<file path="src/rtl/amr_wdt_pkg.sv">
// Shared types and default constants for the watchdog feed path.
// Used by heartbeat_kicker and its helpers.
package amr_wdt_pkg;

    typedef enum logic [1:0] {
        IDLE    = 2'd0,
        COLLECT = 2'd1,
        KICK    = 2'd2,
        HOLDOFF = 2'd3
    } hb_state_t;

    localparam int HB_WINDOW_DEF   = 1000;
    localparam int HB_PULSE_W_DEF  = 2;
    localparam int HB_HOLDOFF_DEF  = 16;
    localparam int HB_MAX_MISS_DEF = 3;

    // Counter width able to hold 0..n-1, never narrower than one bit.
    function automatic int cnt_width(input int n);
        return (n > 1) ? $clog2(n) : 1;
    endfunction

endpackage

</file>
<file path="src/rtl/amr_rise_detect.sv">
// One-flop rising-edge detector; rise is combinational and high for the
// cycle in which din is 1 but was 0 at the previous edge.
module amr_rise_detect (
    input  logic clk,
    input  logic rstn,
    input  logic din,
    output logic rise
);

    logic din_reg;

    always_ff @(posedge clk or negedge rstn) begin
        if (!rstn) begin
            din_reg <= 1'b0;
        end else begin
            din_reg <= din;
        end
    end

    assign rise = din & ~din_reg;

endmodule

</file>
<file path="src/rtl/heartbeat_kicker.sv">
// Gates the watchdog heartbeat on all liveness sources checking in within a
// window, tracks consecutive missed windows, and converts force_req into pulses.
module heartbeat_kicker
    import amr_wdt_pkg::*;
#(
    parameter int NUM_SRC  = 4,
    parameter int WINDOW   = HB_WINDOW_DEF,
    parameter int PULSE_W  = HB_PULSE_W_DEF,
    parameter int HOLDOFF  = HB_HOLDOFF_DEF,
    parameter int MAX_MISS = HB_MAX_MISS_DEF
) (
    input  logic                          clk,
    input  logic                          rstn,
    input  logic                          enable,
    input  logic [NUM_SRC-1:0]            alive,
    input  logic                          force_req,
    output logic                          heartbeat,
    output logic                          force_reset,
    output logic                          stall,
    output logic [NUM_SRC-1:0]            stall_mask,
    output logic [$clog2(MAX_MISS+1)-1:0] miss_count
);

    localparam int WW = $clog2(WINDOW);
    localparam int PW = cnt_width(PULSE_W);
    localparam int HW = cnt_width(HOLDOFF);
    localparam int MW = $clog2(MAX_MISS + 1);

    localparam logic [WW-1:0] WIN_LAST   = WW'(WINDOW - 1);
    localparam logic [PW-1:0] PULSE_LOAD = PW'(PULSE_W - 1);
    localparam logic [HW-1:0] HOLD_LOAD  = HW'(HOLDOFF - 1);
    localparam logic [MW-1:0] MISS_MAX   = MW'(MAX_MISS);

    hb_state_t            state_reg, state_next;
    logic [NUM_SRC-1:0]   seen_reg, seen_next;
    logic [WW-1:0]        win_cnt_reg, win_cnt_next;
    logic [PW-1:0]        pulse_cnt_reg, pulse_cnt_next;
    logic [HW-1:0]        hold_cnt_reg, hold_cnt_next;
    logic                 heartbeat_reg, heartbeat_next;
    logic                 force_reset_reg;
    logic                 stall_reg, stall_next;
    logic [NUM_SRC-1:0]   stall_mask_reg, stall_mask_next;
    logic [MW-1:0]        miss_count_reg, miss_count_next;

    logic [NUM_SRC-1:0]   seen_all;
    logic                 win_done, win_expire, pulse_done, hold_done;
    logic [MW-1:0]        miss_inc;
    logic                 force_rise;

    amr_rise_detect u_force_rise (
        .clk  (clk),
        .rstn (rstn),
        .din  (force_req),
        .rise (force_rise)
    );

    // Current-cycle check-ins count, so a source arriving on the last cycle still completes the window.
    assign seen_all   = seen_reg | alive;
    assign win_done   = &seen_all;
    assign win_expire = (win_cnt_reg == WIN_LAST);
    assign pulse_done = (pulse_cnt_reg == '0);
    assign hold_done  = (hold_cnt_reg == '0);
    assign miss_inc   = (miss_count_reg == MISS_MAX) ? miss_count_reg : miss_count_reg + MW'(1);

    always_ff @(posedge clk or negedge rstn) begin
        if (!rstn) begin
            state_reg       <= IDLE;
            seen_reg        <= '0;
            win_cnt_reg     <= '0;
            pulse_cnt_reg   <= '0;
            hold_cnt_reg    <= '0;
            heartbeat_reg   <= 1'b0;
            force_reset_reg <= 1'b0;
            stall_reg       <= 1'b0;
            stall_mask_reg  <= '0;
            miss_count_reg  <= '0;
        end else begin
            state_reg       <= state_next;
            seen_reg        <= seen_next;
            win_cnt_reg     <= win_cnt_next;
            pulse_cnt_reg   <= pulse_cnt_next;
            hold_cnt_reg    <= hold_cnt_next;
            heartbeat_reg   <= heartbeat_next;
            force_reset_reg <= force_rise;
            stall_reg       <= stall_next;
            stall_mask_reg  <= stall_mask_next;
            miss_count_reg  <= miss_count_next;
        end
    end

    always_comb begin
        state_next = state_reg;
        if (!enable) begin
            state_next = IDLE;
        end else begin
            case (state_reg)
                IDLE:                 state_next = COLLECT;
                COLLECT:              if (win_done)   state_next = KICK;
                KICK:                 if (pulse_done) state_next = amr_wdt_pkg::HOLDOFF;
                amr_wdt_pkg::HOLDOFF: if (hold_done)  state_next = COLLECT;
                default:              state_next = IDLE;
            endcase
        end
    end

    always_comb begin
        seen_next       = seen_reg;
        win_cnt_next    = win_cnt_reg;
        pulse_cnt_next  = pulse_cnt_reg;
        hold_cnt_next   = hold_cnt_reg;
        heartbeat_next  = heartbeat_reg;
        stall_next      = stall_reg;
        stall_mask_next = stall_mask_reg;
        miss_count_next = miss_count_reg;
        if (!enable || state_reg == IDLE) begin
            seen_next       = '0;
            win_cnt_next    = '0;
            pulse_cnt_next  = '0;
            hold_cnt_next   = '0;
            heartbeat_next  = 1'b0;
            stall_next      = 1'b0;
            stall_mask_next = '0;
            miss_count_next = '0;
        end else begin
            case (state_reg)
                COLLECT: begin
                    if (win_done) begin
                        heartbeat_next  = 1'b1;
                        seen_next       = '0;
                        win_cnt_next    = '0;
                        pulse_cnt_next  = PULSE_LOAD;
                        stall_next      = 1'b0;
                        stall_mask_next = '0;
                        miss_count_next = '0;
                    end else if (win_expire) begin
                        miss_count_next = miss_inc;
                        stall_next      = stall_reg | (miss_inc == MISS_MAX);
                        stall_mask_next = ~seen_all;
                        seen_next       = '0;
                        win_cnt_next    = '0;
                    end else begin
                        seen_next    = seen_all;
                        win_cnt_next = win_cnt_reg + WW'(1);
                    end
                end
                KICK: begin
                    seen_next = seen_all;
                    if (pulse_done) begin
                        heartbeat_next = 1'b0;
                        hold_cnt_next  = HOLD_LOAD;
                    end else begin
                        pulse_cnt_next = pulse_cnt_reg - PW'(1);
                    end
                end
                amr_wdt_pkg::HOLDOFF: begin
                    seen_next = seen_all;
                    if (hold_done) begin
                        win_cnt_next = '0;
                    end else begin
                        hold_cnt_next = hold_cnt_reg - HW'(1);
                    end
                end
                default: begin
                    heartbeat_next = 1'b0;
                end
            endcase
        end
    end

    assign heartbeat   = heartbeat_reg;
    assign force_reset = force_reset_reg;
    assign stall       = stall_reg;
    assign stall_mask  = stall_mask_reg;
    assign miss_count  = miss_count_reg;

endmodule
</file>
<file path="config.mk">
export PLATFORM = sky130hd
export DESIGN_NAME = heartbeat_kicker
export DESIGN_NICKNAME = d
export VERILOG_FILES = /design/src/rtl/amr_wdt_pkg.sv /design/src/rtl/amr_rise_detect.sv /design/src/rtl/heartbeat_kicker.sv
export SDC_FILE = /design/constraint.sdc
export NUM_CORES = 1
export LEC_CHECK = 0
export ABC_CLOCK_PERIOD_IN_PS = 3200
export BUFFER_PORTS_ARGS = -buffer_cell sky130_fd_sc_hd__buf_2
export CELL_PAD_IN_SITES_DETAIL_PLACEMENT = 1
export CELL_PAD_IN_SITES_GLOBAL_PLACEMENT = 1
export CORE_UTILIZATION = 30
export DETAILED_ROUTE_END_ITERATION = 6
export PLACE_DENSITY = 0.63
export SYNTH_ARGS = -nofsm -noshare
export SYNTH_HDL_FRONTEND = slang
export SYNTH_SLANG_ARGS = --single-unit
</file>
<file path="constraint.sdc">
create_clock -name clk -period 3.2 [get_ports clk]
set_clock_uncertainty 0.15 [all_clocks]
set_input_delay 0.96 -clock clk [delete_from_list [all_inputs] [get_ports clk]]
set_output_delay 0.96 -clock clk [all_outputs]
set_load 0.1 [all_outputs]
</file>
==> impl_metrics.env, run 1 <==
export IMPL_stdcell_count=278
export IMPL_switching_power_mw=0.390
export IMPL_place_hpwl_um=3330
export IMPL_cts_tree="yes"
export IMPL_groute_usage_overall_pct=16.9
export IMPL_setup_worst_path_start_class="register"
export IMPL_clock_latency_ns=0.29
export IMPL_final_common_cell="dfrtp_1"
export IMPL_cts_htree_levels=2
export IMPL_drtIter0Drc=82
export IMPL_hold_buffers=0
export IMPL_status="completed"
export IMPL_drive_above_1_share_pct=16.0
export IMPL_postSynth_asyncResetShare_pct=100
export IMPL_antenna_found_initial=0
export IMPL_core_area_um2=5510
export IMPL_synth_area_um2=1720
export IMPL_avgViaCountPerCell=5.37
export IMPL_ioPinCount=17
export IMPL_worstMarginPinSlew_ns=0.722
export IMPL_start_util_pct=31.3
export IMPL_cpPeakStageDelay_ns=0.45
export IMPL_ir_drop_v=0.000259
export IMPL_cts_root_buf="clkbuf_8"
export IMPL_cts_buffers=5
export IMPL_area_delta_synth_final_pct=15.3
export IMPL_wirelength_um=4570
export IMPL_finalHoldViolCount=0
export IMPL_fillers=641
export IMPL_avgSynthCellArea_um2=9.16
export IMPL_grt_max_degree=32
export IMPL_drv_slew=0
export IMPL_hold_slack_ns=0.262
export IMPL_synth_edf_count=0
export IMPL_path_cells="ha_1, nand4b_1, or3_1, nand3_1, o311ai_0"
export IMPL_cp_slowest_cell="or3_1"
export IMPL_io_buffers=16
export IMPL_ys_flop_type="dfrtp_1"
export IMPL_power_frac_seq_pct=38.6
export IMPL_yosys_warnings=0
export IMPL_worstPathArrival_ns=2.26
export IMPL_final_cell_mix="dfrtp_1 (31), nand2_1 (20), a21oi_1 (19)"
export IMPL_ys_seq_area_share_pct=45.0
export IMPL_drc=0
export IMPL_path_clk_slew_ns=0.07
export IMPL_power_density_nw_per_um2=595
export IMPL_power_frac_comb_pct=27.1
export IMPL_vias=1494
export IMPL_clkSinkCount=31
export IMPL_finalCritPeriodShare_pct=70.3
export IMPL_synth_cell_types=43
export IMPL_total_leakage_power_nw=0.837
export IMPL_synth_cells=188
export IMPL_crit_type="reg2reg"
export IMPL_postRouteAntennaNets=0
export IMPL_clockPowerShare_pct=34.2
export IMPL_antenna_cells=0
export IMPL_cts_resized=0
export IMPL_nets=219
export IMPL_setup_viol=0
export IMPL_hold_class="reg2reg"
export IMPL_largest_reg_flops=10
export IMPL_chipWidth_um=77.8
export IMPL_setup_tns_ns=0
export IMPL_clockBufferDepth=2
export IMPL_internal_power_mw=0.793
export IMPL_first_pass_iters=4
export IMPL_slew_headroom_pct=51.9
export IMPL_die_area_um2=6050
export IMPL_critPathMaxFanout=11
export IMPL_synthesis_nets=202
export IMPL_wl_per_cell_um=16.4
export IMPL_row_count=27
export IMPL_grt_overflow=0
export IMPL_drv_cap=0
export IMPL_gp_congestion=0.774
export IMPL_fin_crit_ns=2.25
export IMPL_rsz0062_at_grt="false"
export IMPL_clock_fmax_mhz=445
export IMPL_place_inst=270
export IMPL_sw_frac_of_total_pct=32.9
export IMPL_post_cts_buffers=0
export IMPL_cp_end_kind="register"
export IMPL_dieHeight_um=77.8
export IMPL_ys_seq_elements=31
export IMPL_grt_pass1_vias=1518
export IMPL_required_ns=3.21
export IMPL_grt_pass1_wl_um=7780
==> synthesized netlist by cell type (2+ instances only) <==
| cell | number | area [µm²] |
|---|---|---|
| dfrtp_1 | 31 | 776 |
| o2bb2ai_1 | 2 | 17.5 |
| a211oi_1 | 3 | 22.5 |
| o311ai_0 | 2 | 17.5 |
| o22ai_1 | 4 | 25.0 |
| and2_1 | 2 | 12.5 |
| nand4b_1 | 2 | 17.5 |
| o22a_1 | 3 | 26.3 |
| nor3_1 | 9 | 45.0 |
| o21a_1 | 2 | 15.0 |
| o41ai_1 | 2 | 17.5 |
| clkbuf_1 | 6 | 22.5 |
| a31oi_1 | 6 | 37.5 |
| nand3_1 | 8 | 40.0 |
| inv_1 | 11 | 41.3 |
| a21oi_1 | 19 | 95.1 |
| nand2b_1 | 3 | 18.8 |
| nand4_1 | 5 | 31.3 |
| nand2_1 | 20 | 75.1 |
| o21ai_0 | 7 | 35.0 |
| ha_1 | 6 | 75.1 |
| nor2b_1 | 2 | 12.5 |
| or4_1 | 2 | 15.0 |
| nor2_1 | 6 | 22.5 |
| or3_1 | 7 | 43.8 |
==> worst paths after layout <==
kind	from	end	slack, ns	cells after the start
min reg2reg	u_force_rise.din_reg	force_reset	0.26	1
min	u_force_rise.din_reg	force_reset	0.26	1
max	win_cnt_reg[0]	win_cnt_reg[9]	0.95	5
min in group asynchronous	rstn	win_cnt_reg[0]	0.58	1
max in group asynchronous	rstn	stall_mask[1]	1.86	1
max reg2reg	win_cnt_reg[0]	win_cnt_reg[9]	0.95	5
==> area by class of cell <==
cell class,count,area [µm²],share of cell area [%]
multi-input cells,138,867,43.6
clock buffers,6,82.6,4.16
well taps,72,90.1,4.53
repair buffers,18,95.1,4.79
clock inverters,2,35.0,1.76
inverters,11,41.3,2.08
flip-flops and latches,31,776,39.0
==> kinds of logic (layout without fill, tap and decap cells) <==
group | count (synthesis) | after routing | synth area share [%]
fa+ha+maj | 6 | 6 | 4.36
simple gates | 73 | 73 | 22.5
buf+inv | 19 | 37 | 4.65
flops | 31 | 31 | 45.0
compound gates | 59 | 59 | 23.5
==> per-layer routing <==
layer	up-vias	track usage (%)	part of all wire, %
met5	-	0	0
met4	0	6.23	0.98
met3	4	3.53	2.2
met2	14	26.3	47
met1	745	22.9	49
li1	731	-	-
==> critical path, delay by kind of cell (launching register included) <==
family                     cells  cell delay [ns]
and+or+nand+nor                3             0.88
AOI/OAI and AO/OA              1             0.42
DFF                            1             0.41
adders and majority gates      1             0.27
==> power groups by stage <==
stage / Sequential (mW) / Clock (mW) / Combinational, mW
final: 0.457 / 0.405 / 0.321
after global routing: 0.462 / 0.436 / 0.361
after CTS: 0.457 / 0.418 / 0.326
after detailed placement: 0.464 / 0 / 0.322
after global placement: 0.463 / 0 / 0.322
after floorplan: 0.462 / 0 / 0.231
==> through the flow <==
stage / setup WS (ns) / area (µm²) / power, mW / util, %
final: 0.952 / 1990 / 1.18 / 36.1
after floorplan: 0.929 / 1720 / 0.693 / -
after detailed placement: 0.660 / 1870 / 0.786 / 33.9
after CTS: 0.918 / 1990 / 1.20 / 36.1
after global routing: 0.712 / 1990 / 1.26 / 36.1
after global placement: 0.692 / 1870 / 0.785 / 33.9
No activity file was read; power rests on OpenSTA's default activity.
==> run 2, diff against run 1 <==
Settings changed: ABC_AREA set to 1, ABC_CLOCK_PERIOD_IN_PS 3200 to 2100, PLACE_DENSITY 0.63 to 0.65.
Clock period 3.2 ns to 2.1 ns, I/O delays scaled along.
==> run 2 against run 1 <==
Effect of this change:
- sequential power is 68% higher
- final area about the same
- sequential share of layout area is essentially flat
- combinational power rose to 2.9 times the previous value
- total power is 83% higher
- core utilization about the same
- via count decreased by 5.9%
- clock power is 17% higher
- first-iteration DRC count fell by 43%
- synthesized cell count up 11%
- highest routed layer unchanged
- wire length decreased by 16%
==> impl_metrics.env, run 2 <==
export IMPL_status="completed"
export IMPL_fin_crit_ns=1.89
export IMPL_slew_headroom_pct=67.7
export IMPL_clock_fmax_mhz=528
export IMPL_avgSynthCellArea_um2=8.24
export IMPL_post_cts_buffers=0
export IMPL_dp_worst_setup_slack_ns=0.130
export IMPL_fillers=684
export IMPL_grt_pass1_wl_um=6960
export IMPL_drive_above_1_share_pct=19.9
export IMPL_synth_edf_count=0
export IMPL_worstPathArrival_ns=1.11
export IMPL_hold_class="in2async"
export IMPL_antenna_cells=0
export IMPL_cts_root_buf="clkbuf_8"
export IMPL_power_density_nw_per_um2=1090
export IMPL_critPathMaxFanout=4
export IMPL_postRouteAntennaNets=0
export IMPL_crit_family="buffers and inverters"
export IMPL_ir_drop_v=0.000362
export IMPL_synth_cells=208
export IMPL_synth_cell_types=32
export IMPL_start_util_pct=31.1
export IMPL_drv_cap=0
export IMPL_final_common_cell="nand2_1"
export IMPL_crit_type="reg2out"
export IMPL_synthTopCellsByArea="dfrtp_1 (45%), nand2_1 (9.6%), nand3_1 (6.4%)"
export IMPL_chipWidth_um=77.6
export IMPL_drv_slew=0
export IMPL_antenna_found_initial=0
export IMPL_ys_seq_elements=31
export IMPL_finalCritPeriodShare_pct=90.2
export IMPL_path_cells="buf_2"
export IMPL_cp_slowest_cell="buf_2"
export IMPL_final_cell_mix="nand2_1 (44), dfrtp_1 (31), inv_1 (26)"
export IMPL_place_hpwl_um=3010
export IMPL_postSynth_asyncResetShare_pct=100
export IMPL_yosys_warnings=0
export IMPL_clockBufferDepth=2
export IMPL_setup_worst_path_start_class="register"
export IMPL_grt_pass1_vias=1506
export IMPL_first_pass_iters=4
export IMPL_rsz0062_at_grt="false"
export IMPL_cts_tree="yes"
export IMPL_drtIter0Drc=47
export IMPL_wirelength_um=3860
export IMPL_worst_slack_ns=0.207
export IMPL_drc=0
export IMPL_ioPinCount=17
export IMPL_dieHeight_um=77.6
export IMPL_avgViaCountPerCell=4.64
export IMPL_largest_reg_flops=10
export IMPL_clock_latency_ns=0.28
export IMPL_setup_tns_ns=0
export IMPL_cts_buffers=5
export IMPL_grt_max_degree=18
export IMPL_stdcell_area_um2=1990
export IMPL_worstMarginPinSlew_ns=0.488
export IMPL_grt_overflow=0
export IMPL_synth_top_cells_by_count="nand2_1 (44), dfrtp_1 (31), inv_1 (26), nand3_1 (22), nor2_1 (16)"
export IMPL_synth_top_cell_by_area="dfrtp_1"
export IMPL_synth_top_area_share_pct=45.3
export IMPL_finalHoldViolCount=0
export IMPL_wl_per_cell_um=12.7
export IMPL_synth_area_um2=1710
export IMPL_clkSinkCount=31
export IMPL_post_synth_top_count_cell="nand2_1"
export IMPL_rr_worst_depth=11
export IMPL_vias=1406
export IMPL_ys_flop_type="dfrtp_1"
export IMPL_groute_usage_overall_pct=14.6
export IMPL_placed_area_um2=1900
export IMPL_die_area_um2=6020
export IMPL_area_delta_synth_final_pct=16.1
export IMPL_required_ns=1.32
export IMPL_path_buf_inv=1
export IMPL_nets=245
export IMPL_path_clk_slew_ns=0.06
export IMPL_row_count=27
export IMPL_cp_num_cells=1
export IMPL_cpPeakStageDelay_ns=0.44
export IMPL_core_area_um2=5510
export IMPL_gp_congestion=0.741
export IMPL_cts_htree_levels=2
export IMPL_ys_seq_area_share_pct=45.3
export IMPL_total_leakage_power_nw=0.962
export IMPL_synthesis_nets=222
export IMPL_cp_end_kind="primary output"
export IMPL_setup_viol=0
export IMPL_io_buffers=16
[run 2: cell types whose count changed in the layout (fill, tap and decap cells not counted), moves of 4 or more]
cell	delta
nand2_1	+24
inv_1	+15
nand3_1	+14
nor2_1	+10
a21oi_1	-8
or3_1	-7
nor3_1	-6
a31oi_1	-5
nand4_1	-5
inv_2	+4
[run 2: cell families after synthesis]
group	share of synthesized area (%)
buffers and inverters	8.11
DFF	45.3
xor gates and xnor gates	2.05
and+or+nand+nor	30.4
adders and majority gates	4.38
AOI/OAI and AO/OA	9.79
[run 2: stage by stage]
| step | util (%) | hold slack (ns) | power [mW] | instances |
|---|---|---|---|---|
| finish | 36.1 | 0.119 | 2.16 | 303 |
| global route | 36.1 | 0.146 | 2.34 | 303 |
| CTS | 36.1 | 0.131 | 2.20 | 303 |
| detailed placement | 34.5 | 0.249 | 1.70 | 296 |
| global placement | 34.5 | 0.231 | 1.67 | 296 |
| floorplan | - | 0.184 | 1.49 | 208 |
[run 2: power by group]
group	total [mW]	internal [mW]	switching, mW
Combinational	0.917	0.269	0.647
Clock	0.475	0.257	0.218
Sequential	0.769	0.701	0.0681
Total	2.16	1.23	0.933
[run 2: metal layers]
layer,global-route usage [%],up-vias,share of wire (%)
met1,19.1,665,49
li1,-,715,-
met5,0,-,0
met3,2.59,5,2.7
met4,5.66,0,1.2
met2,24.0,21,47
[run 2: path summary, 6_finish.rpt]
path	endpoint	start	slack, ns
setup / recovery	miss_count[1]	miss_count[1]	0.21
hold / removal	win_cnt_reg[9]	rstn	0.12
setup reg to reg	win_cnt_reg[9]	state_reg[0]	0.23
hold reg to reg	force_reset	u_force_rise.din_reg	0.25
max in group asynchronous	pulse_cnt_reg	rstn	1.26
min in group clk	force_reset	u_force_rise.din_reg	0.25
[run 2: layout make-up]
class | instances | area [µm²] | area share [%]
clock buffer | 6 | 82.6 | 4.15
clock inverter | 1 | 5.00 | 0.252
inverter | 31 | 119 | 5.98
multi-input combinational | 143 | 801 | 40.3
sequential | 31 | 776 | 39.0
tap | 72 | 90.1 | 4.53
timing repair buffer | 19 | 115 | 5.79
[run 2: timing repair]
item,4_1_cts,5_1_grt
hold buffers,0,0
gates resized for setup,0,1
endpoints found under the setup margin,0,4
==> run 3, diff against run 2 <==
Settings changed: RECOVER_POWER set to 100.
==> run 3 against run 2 <==
Effect of this change:
- count of clock-buffer cells in the layout stayed put
- combinational power is 2% lower
- critical path type unchanged
- die area stayed put
- non-clock buffer count is the same
- via count is essentially flat
- total power decreased by 0.91%
- first-iteration DRC count fell by 6.4%
==> impl_metrics.env, run 3 (synthesis gave the netlist of run 2 again) <==
export IMPL_finalHoldViolCount=0
export IMPL_fin_util_pct=35.7
export IMPL_area_delta_synth_final_pct=14.8
export IMPL_first_pass_iters=4
export IMPL_hold_class="reg2reg"
export IMPL_grt_pass1_wl_um=6960
export IMPL_rsz0062_at_grt="false"
export IMPL_antenna_cells=0
export IMPL_dieHeight_um=77.6
export IMPL_largest_reg_flops=10
export IMPL_cts_buffers=5
export IMPL_grt_pass1_vias=1506
export IMPL_regArea_um2=776
export IMPL_ir_drop_v=0.000361
export IMPL_final_common_cell="nand2_1"
export IMPL_clock_latency_ns=0.28
export IMPL_finalCritPeriodShare_pct=91.8
export IMPL_rr_worst_depth=11
export IMPL_worstMarginPinSlew_ns=0.855
export IMPL_cpPeakStageDelay_ns=0.48
export IMPL_wirelength_um=3860
export IMPL_cp_slowest_cell="clkbuf_2"
export IMPL_groute_usage_overall_pct=14.6
export IMPL_nets=245
export IMPL_worstPathArrival_ns=1.15
export IMPL_drc=0
export IMPL_startpoint="miss_count[1]"
export IMPL_final_cell_mix="nand2_1 (44), dfrtp_1 (31), inv_1 (28)"
export IMPL_setup_tns_ns=0
export IMPL_fin_crit_ns=1.93
export IMPL_grt_overflow=0
export IMPL_fillers=685
export IMPL_antenna_found_initial=0
export IMPL_avgViaCountPerCell=4.64
export IMPL_critPathMaxFanout=4
export IMPL_drtIter0Drc=44
export IMPL_vias=1407
export IMPL_row_count=27
export IMPL_clock_fmax_mhz=519
export IMPL_io_buffers=16
export IMPL_start_util_pct=31.1
export IMPL_total_leakage_power_nw=0.945
export IMPL_r2r_start="state_reg[0]"
export IMPL_die_area_um2=6020
export IMPL_slew_headroom_pct=43.0
export IMPL_cts_htree_levels=2
export IMPL_postRouteAntennaNets=0
export IMPL_cts_root_buf="clkbuf_8"
export IMPL_wl_per_cell_um=12.7
export IMPL_clkSinkCount=31
export IMPL_cp_num_cells=1
export IMPL_cts_tree="yes"
export IMPL_required_ns=1.32
export IMPL_setup_viol=0
export IMPL_setup_worst_path_end="miss_count[1]"
export IMPL_p_total_mw=2.14
export IMPL_multi_input_area_um2=801
export IMPL_crit_family="buffers and inverters"
export IMPL_chipWidth_um=77.6
export IMPL_drive_above_1_share_pct=18.2
export IMPL_place_hpwl_um=3010
export IMPL_post_cts_buffers=0
export IMPL_cp_end_kind="primary output"
export IMPL_path_cells="clkbuf_2"
export IMPL_crit_type="reg2out"
export IMPL_setup_worst_path_start_class="register"
export IMPL_grt_max_degree=18
export IMPL_status="completed"
export IMPL_gp_congestion=0.741
export IMPL_drv_cap=0
export IMPL_core_area_um2=5510
export IMPL_drv_slew=0
export IMPL_clockBufferDepth=2
export IMPL_path_clk_slew_ns=0.06
export IMPL_reg2reg_slack_ns=0.20
export IMPL_regToRegEndpoint="win_cnt_reg[5]"
export IMPL_power_density_nw_per_um2=1090
export IMPL_ioPinCount=17
export IMPL_path_buf_inv=1
-- run 3: cell types whose count changed in the layout (fill, tap and decap cells not counted), sizes merged --
| cell | previous run | this run |
|---|---|---|
| buf | 19 | 6 |
| clkbuf | 6 | 19 |
-- run 3: report_power, final --
group	internal, mW	switching, mW
Sequential	0.701	0.0684
Clock	0.257	0.218
Combinational	0.256	0.640
-- run 3: layout make-up --
class | instances | area share [%]
multi-input combinational | 143 | 40.7
inverter | 31 | 6.05
clock buffer | 6 | 4.20
timing repair buffer | 19 | 4.71
clock inverter | 1 | 0.255
sequential | 31 | 39.5
tap | 72 | 4.58
-- run 3: how the worst min path moves through the flow --
stage                                     from             end  slack (ns)  cells after the start
final                     u_force_rise.din_reg     force_reset        0.25                      1
after global routing      u_force_rise.din_reg     force_reset        0.26                      1
after CTS                                 rstn  win_cnt_reg[0]        0.13                      1
after detailed placement  u_force_rise.din_reg     force_reset        0.25                      1
after global placement    u_force_rise.din_reg     force_reset        0.23                      1
after floorplan                           rstn     force_reset        0.18                      0
-- run 3: layer usage --
layer	track usage, %	vias to the layer above	wire, µm
met5	0	-	0
met4	5.66	0	48
met3	2.59	5	113
met2	24.0	22	1830
met1	19.1	667	1870
li1	-	713	-
-- run 3: what timing repair did --
item / in CTS / in global routing
hold buffers: 0 / 0
setup endpoints to repair: 0 / 4
gates resized for setup: 0 / 1
-- run 3: through the flow --
stage          area, µm²  setup WS (ns)  hold WS [ns]  instances
3_5_place_dp        1900          0.130         0.249        296
3_3_place_gp        1900          0.151         0.231        296
6_report            1970          0.172         0.246        303
4_1_cts             1990          0.118         0.131        303
2_1_floorplan       1710          0.347         0.184        208
5_1_grt             1970         0.0306         0.262        303
